[src/rtl/dds_freq_ramp_ctrl.sv]
// dds_freq_ramp_ctrl: frequency-ramp sequencer for one DDS channel.
// Steps freq_add linearly from 0 to (target - freq), then folds the offset into freq.
// Optional macro DDS_RAMP_PHASE_SYNC_EN adds a SYNC state that holds the ramp start
// until the DDS phase accumulator wraps.
module dds_freq_ramp_ctrl #(
  parameter int unsigned DIV_W        = 16,
  parameter logic [31:0] DEFAULT_FREQ = 32'h0147AEB8
) (
  input  logic             clk,
  input  logic             reset,
  input  logic             cmd_valid,
  output logic             cmd_ready,
  input  logic [31:0]      cmd_target,
  input  logic [31:0]      cmd_step,
  input  logic [DIV_W-1:0] cmd_div,
  input  logic             abort,
  input  logic [31:0]      dds_phase,
  output logic [31:0]      freq,
  output logic [31:0]      freq_add,
  output logic             busy,
  output logic             done
);

  localparam int unsigned FW = 32;

  typedef enum logic [2:0] {
    S_IDLE   = 3'd0,
    S_LOAD   = 3'd1,
    S_SYNC   = 3'd2,
    S_RAMP   = 3'd3,
    S_COMMIT = 3'd4
  } state_t;

  state_t           state_q, state_d;
  logic [FW-1:0]    freq_q, freq_d;
  logic [FW-1:0]    add_q, add_d;
  logic [FW-1:0]    tgt_q, tgt_d;
  logic [FW-1:0]    step_q, step_d;
  logic [DIV_W-1:0] div_q, div_d;
  logic [DIV_W-1:0] cnt_q, cnt_d;
  logic [FW-1:0]    delta_q, delta_d;
  logic             dir_q, dir_d;
  logic             ready_q, ready_d;
  logic             busy_q, busy_d;
  logic             done_q, done_d;

  logic [FW-1:0]    delta_load;
  logic [FW-1:0]    remaining;
  logic [FW-1:0]    rem_abs;
  logic             last_step;
  logic             phase_wrap;

`ifdef DDS_RAMP_PHASE_SYNC_EN
  logic phase_msb_q;

  // Remember previous phase MSB to detect the 1->0 wrap of the accumulator
  always_ff @(posedge clk or posedge reset) begin
    if (reset) phase_msb_q <= 1'b0;
    else       phase_msb_q <= dds_phase[31];
  end

  assign phase_wrap = phase_msb_q & ~dds_phase[31];
`else
  logic unused_phase;
  assign unused_phase = ^dds_phase;
  assign phase_wrap   = 1'b0;
`endif

  // Shortest signed path to target and distance still to travel
  assign delta_load = tgt_q - freq_q;
  assign remaining  = delta_q - add_q;
  assign rem_abs    = dir_q ? FW'(-remaining) : remaining;
  assign last_step  = (rem_abs <= step_q);

  // State and datapath registers
  always_ff @(posedge clk or posedge reset) begin
    if (reset) begin
      state_q <= S_IDLE;
      freq_q  <= DEFAULT_FREQ;
      add_q   <= '0;
      tgt_q   <= '0;
      step_q  <= '0;
      div_q   <= '0;
      cnt_q   <= '0;
      delta_q <= '0;
      dir_q   <= 1'b0;
      ready_q <= 1'b1;
      busy_q  <= 1'b0;
      done_q  <= 1'b0;
    end else begin
      state_q <= state_d;
      freq_q  <= freq_d;
      add_q   <= add_d;
      tgt_q   <= tgt_d;
      step_q  <= step_d;
      div_q   <= div_d;
      cnt_q   <= cnt_d;
      delta_q <= delta_d;
      dir_q   <= dir_d;
      ready_q <= ready_d;
      busy_q  <= busy_d;
      done_q  <= done_d;
    end
  end

  // Next-state and next-output logic; outputs are derived from the next state
  always_comb begin
    state_d = state_q;
    freq_d  = freq_q;
    add_d   = add_q;
    tgt_d   = tgt_q;
    step_d  = step_q;
    div_d   = div_q;
    cnt_d   = cnt_q;
    delta_d = delta_q;
    dir_d   = dir_q;

    unique case (state_q)
      S_IDLE: begin
        if (cmd_valid) begin
          tgt_d   = cmd_target;
          step_d  = cmd_step;
          div_d   = cmd_div;
          state_d = S_LOAD;
        end
      end
      S_LOAD: begin
        if (abort) begin
          freq_d  = freq_q + add_q;
          add_d   = '0;
          state_d = S_IDLE;
        end else begin
          delta_d = delta_load;
          dir_d   = delta_load[FW-1];
          cnt_d   = div_q;
          if (delta_load == '0 || step_q == '0) begin
            state_d = S_COMMIT;
          end else begin
`ifdef DDS_RAMP_PHASE_SYNC_EN
            state_d = S_SYNC;
`else
            state_d = S_RAMP;
`endif
          end
        end
      end
      S_SYNC: begin
        if (abort) begin
          freq_d  = freq_q + add_q;
          add_d   = '0;
          state_d = S_IDLE;
        end else if (phase_wrap) begin
          cnt_d   = div_q;
          state_d = S_RAMP;
        end
      end
      S_RAMP: begin
        if (abort) begin
          freq_d  = freq_q + add_q;
          add_d   = '0;
          state_d = S_IDLE;
        end else if (cnt_q != '0) begin
          cnt_d = cnt_q - DIV_W'(1);
        end else begin
          cnt_d = div_q;
          if (last_step) begin
            add_d   = delta_q;
            state_d = S_COMMIT;
          end else if (dir_q) begin
            add_d = add_q - step_q;
          end else begin
            add_d = add_q + step_q;
          end
        end
      end
      S_COMMIT: begin
        freq_d  = freq_q + add_q;
        add_d   = '0;
        state_d = S_IDLE;
      end
      default: begin
        state_d = S_IDLE;
      end
    endcase

    ready_d = (state_d == S_IDLE);
    busy_d  = (state_d != S_IDLE);
    done_d  = (state_d == S_COMMIT);
  end

  assign cmd_ready = ready_q;
  assign busy      = busy_q;
  assign done      = done_q;
  assign freq      = freq_q;
  assign freq_add  = add_q;

endmodule

[config.mk]
export PLATFORM = sky130hd
export DESIGN_NAME = dds_freq_ramp_ctrl
export DESIGN_NICKNAME = d
export VERILOG_FILES = /design/src/rtl/dds_freq_ramp_ctrl.sv
export SDC_FILE = /design/constraint.sdc
export NUM_CORES = 1
export LEC_CHECK = 0
export CORE_MARGIN = 5
export CORE_UTILIZATION = 52
export DETAILED_ROUTE_END_ITERATION = 8
export DONT_BUFFER_PORTS = 1
export GPL_TIMING_DRIVEN = 0
export MAX_ROUTING_LAYER = met4
export PLACE_DENSITY = 0.67
export SKIP_CTS_REPAIR_TIMING = 1
export SLEW_MARGIN = 10
export SYNTH_ARGS = -nofsm -noshare
export SYNTH_HDL_FRONTEND = slang
export SYNTH_SLANG_ARGS = --single-unit
export TNS_END_PERCENT = 30
[constraint.sdc]
create_clock -name clk -period 12.8 [get_ports clk]
set_input_delay 1.92 -clock clk [delete_from_list [all_inputs] [get_ports clk]]
set_output_delay 1.92 -clock clk [all_outputs]
set_load 0.005 [all_outputs]
# Word level (Yosys, flattened, before mapping)
# Cells that the tools add are included.
dict set report classes {
  magnitude_cmp 1
  n_mux 21
  bitwise_logic 1
  addsub 7
  n_eq_ne 10
  n_reduce_logical 17
}
# cell count
set op_table {}
lappend op_table {{$mux 32} 7}
lappend op_table {{$pmux 32 s3} 1}
lappend op_table {{$sub 32x32->32} 3}
lappend op_table {{$add 32x32->32} 2}
lappend op_table {{$logic_not 32->1} 2}
lappend op_table {{$pmux 32 s2} 1}
lappend op_table {{$mux 16} 3}
lappend op_table {{$le 32x32->1} 1}
lappend op_table {{$neg 32->32} 1}
lappend op_table {{$pmux 16 s2} 1}
lappend op_table {{$mux 3} 7}
lappend op_table {{$reduce_bool 16->1} 1}
lappend op_table {{$sub 16x1->16 const B} 1}
lappend op_table {{$pmux 3 s4} 1}
lappend op_table {{$eq 3x2->1 const B} 2}
lappend op_table {{$eq 3x3->1 const B} 2}
lappend op_table {{$logic_not 3->1} 2}
lappend op_table {{$reduce_and 2->1} 3}
lappend op_table {{$reduce_and 3->1} 2}
lappend op_table {{$reduce_bool 3->1} 2}
lappend op_table {{$ne 2x1->1 const B} 2}
lappend op_table {{$ne 2x2->1 const B} 2}
lappend op_table {{$reduce_bool 2->1} 2}
lappend op_table {{$eq 3x1->1 const B} 1}
lappend op_table {{other kinds (5)} 5}
dict set report totals {
  wordCells 69
  ff_bits 199
  in_bits 116
  out_inout_bits 67
}

# Depth between registers and ports, before layout
dict set report logic_depth {
  ltp_word 9
  mapped_depth 28
  depth_no_buf 26
}

# Worst setup path after synthesis
# OpenSTA, ideal clock, no wires.
dict set report synth_timing {
  path_kind {register to register}
  from {register add_q[0] (netlist: freq_add[0])}
  to {register add_q[7] (netlist: freq_add[7])}
  slack_ns 6.968
  setup_ns 0.134
  stages_incl_launch_ff 28
  required_time_ns 12.666
  n_path_buf 2
  synth_period_minus_slack_ns 5.832
  arrival_ns 5.698
  path_cell_list {dfrtp_1 -> ha_1 -> fa_1 -> nor2b_1 -> o221ai_1 -> a211o_1 -> nand2_1 -> xor2_1 -> nor3_4 -> and4b_4 -> nand4bb_4 -> or3_4 -> o21ai_0 -> xnor2_1 -> ha_1 -> a21o_1 -> a21o_1 -> a21oi_1 -> nor2b_1 -> o21ai_0 -> a21oi_1 -> a2111oi_0 -> or2_2 -> clkbuf_1 -> buf_1 -> nor2_1 -> a21oi_1 -> o21ai_0}
}
dict set report synth_via {
  elab_chain_len 8
  word_cells_on_any_way 11
  cone_classes {add/sub: 4; order compare: 1; mux: 6}
}
# element line
set synth_rtl {}
lappend synth_rtl {{start: declaration} 36} ;# logic [FW-1:0] add_q, add_d;
lappend synth_rtl {{start signal: assignment} 80} ;# add_q <= '0;
lappend synth_rtl {{start signal: assignment} 93} ;# add_q <= add_d;
lappend synth_rtl {{$sub 32x32->32} 71} ;# assign remaining = delta_q - add_q;
lappend synth_rtl {{$neg 32->32} 72} ;# assign rem_abs = dir_q ? FW'(-remaining) : remaining;
lappend synth_rtl {{$mux 32} 72}
lappend synth_rtl {{$le 32x32->1} 73} ;# assign last_step = (rem_abs <= step_q);
lappend synth_rtl {{$mux 32 *} 166} ;# if (last_step) begin
lappend synth_rtl {{$mux 32 *} 162} ;# end else if (cnt_q != '0) begin
lappend synth_rtl {{$mux 32 *} 158} ;# if (abort) begin
lappend synth_rtl {{$pmux 32 s3 *} 118} ;# unique case (state_q)
# Every way passes the cells marked *; elsewhere a longest branch is shown, timed or not. The select of a mux whose other input is x is not followed.
# A chain may end at the register's enable or synchronous reset.

# Final worst setup path
dict set report layout_timing {
  from {register add_q[7] (netlist: freq_add[7])}
  to {register add_q[8] (netlist: freq_add[8])}
}
# The elaborated chain is that of the path after synthesis.

==> flow_metrics.env <==
export IMPL_worstPathRequired_ns=13.17
export IMPL_synth_ff_type="dfrtp_1"
export IMPL_start_util_pct=52.4
export IMPL_drc_errors=0
export IMPL_yosysSeqAreaShare_pct=29.3
export IMPL_drt_iter0_markers=1050
export IMPL_cts_buffer_depth=2
export IMPL_synth_cell_types=84
export IMPL_area_growth_pct=6.86
export IMPL_place_area_mm2=0.0176
export IMPL_rrSetupSlack_ns=5.32
export IMPL_die_h_um=191
export IMPL_hold_viol_final=0
export IMPL_endpoint_kind="flop"
export IMPL_cts_tree="done"
export IMPL_yosys_warnings=0
export IMPL_drive_gt1_share_pct=6.49
export IMPL_grt_max_degree=116
export IMPL_cts_sinks=198
export IMPL_die_w_um=191
export IMPL_antenna_found_initial=2
export IMPL_final_area_mm2=0.0181
export IMPL_ios=183
export IMPL_power_density_mw_per_mm2=321
export IMPL_r2r_end="freq_add[8]"
export IMPL_critPathKind="flop to flop"
export IMPL_status="completed"
export IMPL_slew_headroom_pct=23.1
export IMPL_peakVddDrop_mv=0.127
export IMPL_synthArstFlopShare_pct=100
export IMPL_syn_avg_cell_area_um2=8.23
export IMPL_rsz0062_at_grt="no"
export IMPL_cts_root_buf="clkbuf_16"
export IMPL_dr_pass1_iters=8
export IMPL_grt_pass1_wl_mm=80.6
export IMPL_synth_area_leaders="dfrtp_1 (27%), ha_1 (12%), o21ai_0 (6.3%)"
export IMPL_reg2regPathDepth=27
export IMPL_setup_worst_path_end="freq_add[8]"
export IMPL_fin_util_pct=56.0
export IMPL_dieArea_mm2=0.0363
export IMPL_fin_skew_ns=0.0167
export IMPL_setup_violations=0
export IMPL_drt_total_wl_mm=50.8
export IMPL_total_power_w=0.00582
export IMPL_fin_tns_setup_ns=0
export IMPL_r2r_start="freq_add[7]"
export IMPL_fillerInstances=3070
export IMPL_synthesis_nets=2340
export IMPL_ant_nets=0
export IMPL_syn_instance_count=2061
export IMPL_clk_latency_ns=0.46
export IMPL_yosys_register_bits=198
export IMPL_hold_path_class="flop to flop"
export IMPL_synth_largest_area_cell="dfrtp_1"
export IMPL_worstMarginPinSlew_ns=1.12
export IMPL_core_area_mm2=0.0324
export IMPL_start_kind="flop"
export IMPL_grt_overflow_total=0
export IMPL_globalplace_congestion=0.936
export IMPL_crit_path_max_fanout=10
export IMPL_placement_io_buffers=0
export IMPL_p_leak_nw=7.88
export IMPL_numCtsBuffers=17
export IMPL_syn_area_mm2=0.0170
export IMPL_synth_edf_count=0
export IMPL_fmax_ghz=0.134
export IMPL_maxCapViolCount=0
export IMPL_min_period_over_period_pct=58.4
export IMPL_period_minus_slack_ns=7.48
export IMPL_num_nets_final=2361
export IMPL_grt_pass1_vias=14800
export IMPL_startpoint="freq_add[7]"
export IMPL_via_per_inst=6.02
export IMPL_seq_area_mm2=0.00497
export IMPL_worstPathArrival_ns=7.84
export IMPL_vias=15300
export IMPL_routedWlPerCell_um=20.0
export IMPL_hpwl_mm=41.1
export IMPL_rows=66
export IMPL_path_clk_slew_ns=0.08
export IMPL_yosysTopAreaCellShare_pct=27.0
export IMPL_report_final_slew_viol_count=0
export IMPL_htree_num_levels=4
export IMPL_grtUsageTotal_pct=28.6
export IMPL_multiInputGateArea_mm2=0.0111
-- layout make-up --
| cell class | count | share of cell area (%) |
|---|---|---|
| clock inverter | 10 | 0.449 |
| inverter | 151 | 3.17 |
| buffer | 73 | 1.60 |
| sequential | 198 | 27.5 |
| timing repair buffer | 2 | 0.214 |
| multi-input combinational | 1639 | 61.4 |
| clock buffer | 22 | 2.62 |
| tap | 442 | 3.05 |
| antenna | 1 | 0.0138 |
-- power breakdown --
group	leakage, nW	switching [W]	internal, W	total, W
registers	2.44	0.000262	0.000888	0.00115
logic	5.16	0.00248	0.00165	0.00413
clock network	0.280	0.000269	0.000270	0.000539
total	7.88	0.00301	0.00281	0.00582
-- metrics by stage --
| step | hold WS, ns | cells | setup WS [ns] |
|---|---|---|---|
| 3_3_place_gp | 0.490 | 2503 | 3.23 |
| 5_1_grt | 0.520 | 2538 | 4.83 |
| 3_5_place_dp | 0.498 | 2505 | 5.29 |
| 4_1_cts | 0.516 | 2537 | 5.20 |
| 6_report | 0.511 | 2538 | 5.32 |
| 2_1_floorplan | 0.469 | 2061 | 5.51 |
-- sequential cells by signal, indices dropped and copies added (netlist names) --
register and flops:
state_q 3, cmd_ready 1, div_q 16, cnt_q 16
done 1, busy 1, delta_q 32, step_q 32
freq 32, tgt_q 32, freq_add 32
-- cells in the mapped netlist (11+ instances only) --
cell	n
a21o_1	59
dfrtp_1	183
and2_1	14
o21ai_0	212
nand2b_1	24
o21bai_1	11
a211oi_1	17
o21ai_1	13
ha_1	159
or3_1	20
inv_1	151
and3_1	20
xor2_1	48
a31oi_1	19
xnor2_1	94
o31ai_1	13
nor3_1	42
nand2_1	217
nor2_1	122
a21oi_1	180
o22ai_1	13
nor4_1	14
mux2_2	57
clkbuf_1	62
nand3_1	36
nand4_1	25
a22oi_1	11
nor2b_1	18
mux2i_1	11
o21a_1	24
dfstp_2	15
-- per-layer routing --
metal  GRT usage [%]  vias to the layer above  share of wire [%]
met2            43.8                      470                 45
met5               -                        -                  0
met1            39.2                     7270                 46
met4            8.43                        0                3.1
li1                -                     7461                  -
met3            4.89                       83                6.1
-- worst min path at each step --
stage	end	slack [ns]	cells after the start	from
2_1_floorplan	delta_q[28]	0.47	2	delta_q[28]
3_3_place_gp	cnt_q[9]	0.49	2	cnt_q[9]
3_5_place_dp	div_q[6]	0.50	1	div_q[6]
4_1_cts	div_q[6]	0.52	1	div_q[6]
5_1_grt	div_q[6]	0.52	1	div_q[6]
6_report	div_q[6]	0.51	1	div_q[6]
-- critical path, cell delays in order, from the launching register on --
cell       delay [ns]
dfrtp_1          0.56
inv_1            0.09
ha_1             0.29
clkbuf_1         0.29
a21oi_1          0.11
o21ai_1          0.28
a41oi_1          0.16
o2bb2ai_1        0.51
xnor2_1          0.25
nand2_1          0.12
and4b_4          0.40
nand4bb_4        0.14
or3_4            0.37
o21ai_0          0.21
xnor2_1          0.16
ha_1             0.27
a21o_1           0.16
a21o_1           0.17
a21oi_1          0.14
nor2b_1          0.05
o21ai_0          0.16
a21oi_1          0.09
a2111oi_1        0.84
or2_2            0.26
clkbuf_1         0.46
clkbuf_1         0.51
a21oi_1          0.14
o21ai_0          0.19
-- cell families (layout without fill, tap and decap cells) --
kind of cell	count (synthesis)	after routing	synth area share, %
AOI/OAI and AO/OA	670	670	24.3
xor gates and xnor gates	145	145	7.73
adders and majority gates	163	163	12.2
buffers and inverters	224	258	5.05
DFF	198	198	29.3
muxes	68	68	4.44
other	0	1	0
and+or+nand+nor	593	593	16.9
-- placed cells by master (no fill, tap or decap), types with 15 or more instances in the layout --
master,instances
nand2_1,217
o21ai_0,212
dfrtp_1,183
a21oi_1,180
ha_1,159
inv_1,150
nor2_1,122
xnor2_1,94
clkbuf_1,64
a21o_1,59
mux2_2,57
xor2_1,48
nor3_1,42
nand3_1,36
nand4_1,25
nand2b_1,24
o21a_1,24
and3_1,20
or3_1,20
a31oi_1,19
nor2b_1,18
a211oi_1,17
clkbuf_16,17
dfstp_2,15
(Power assumes the default switching activity.)
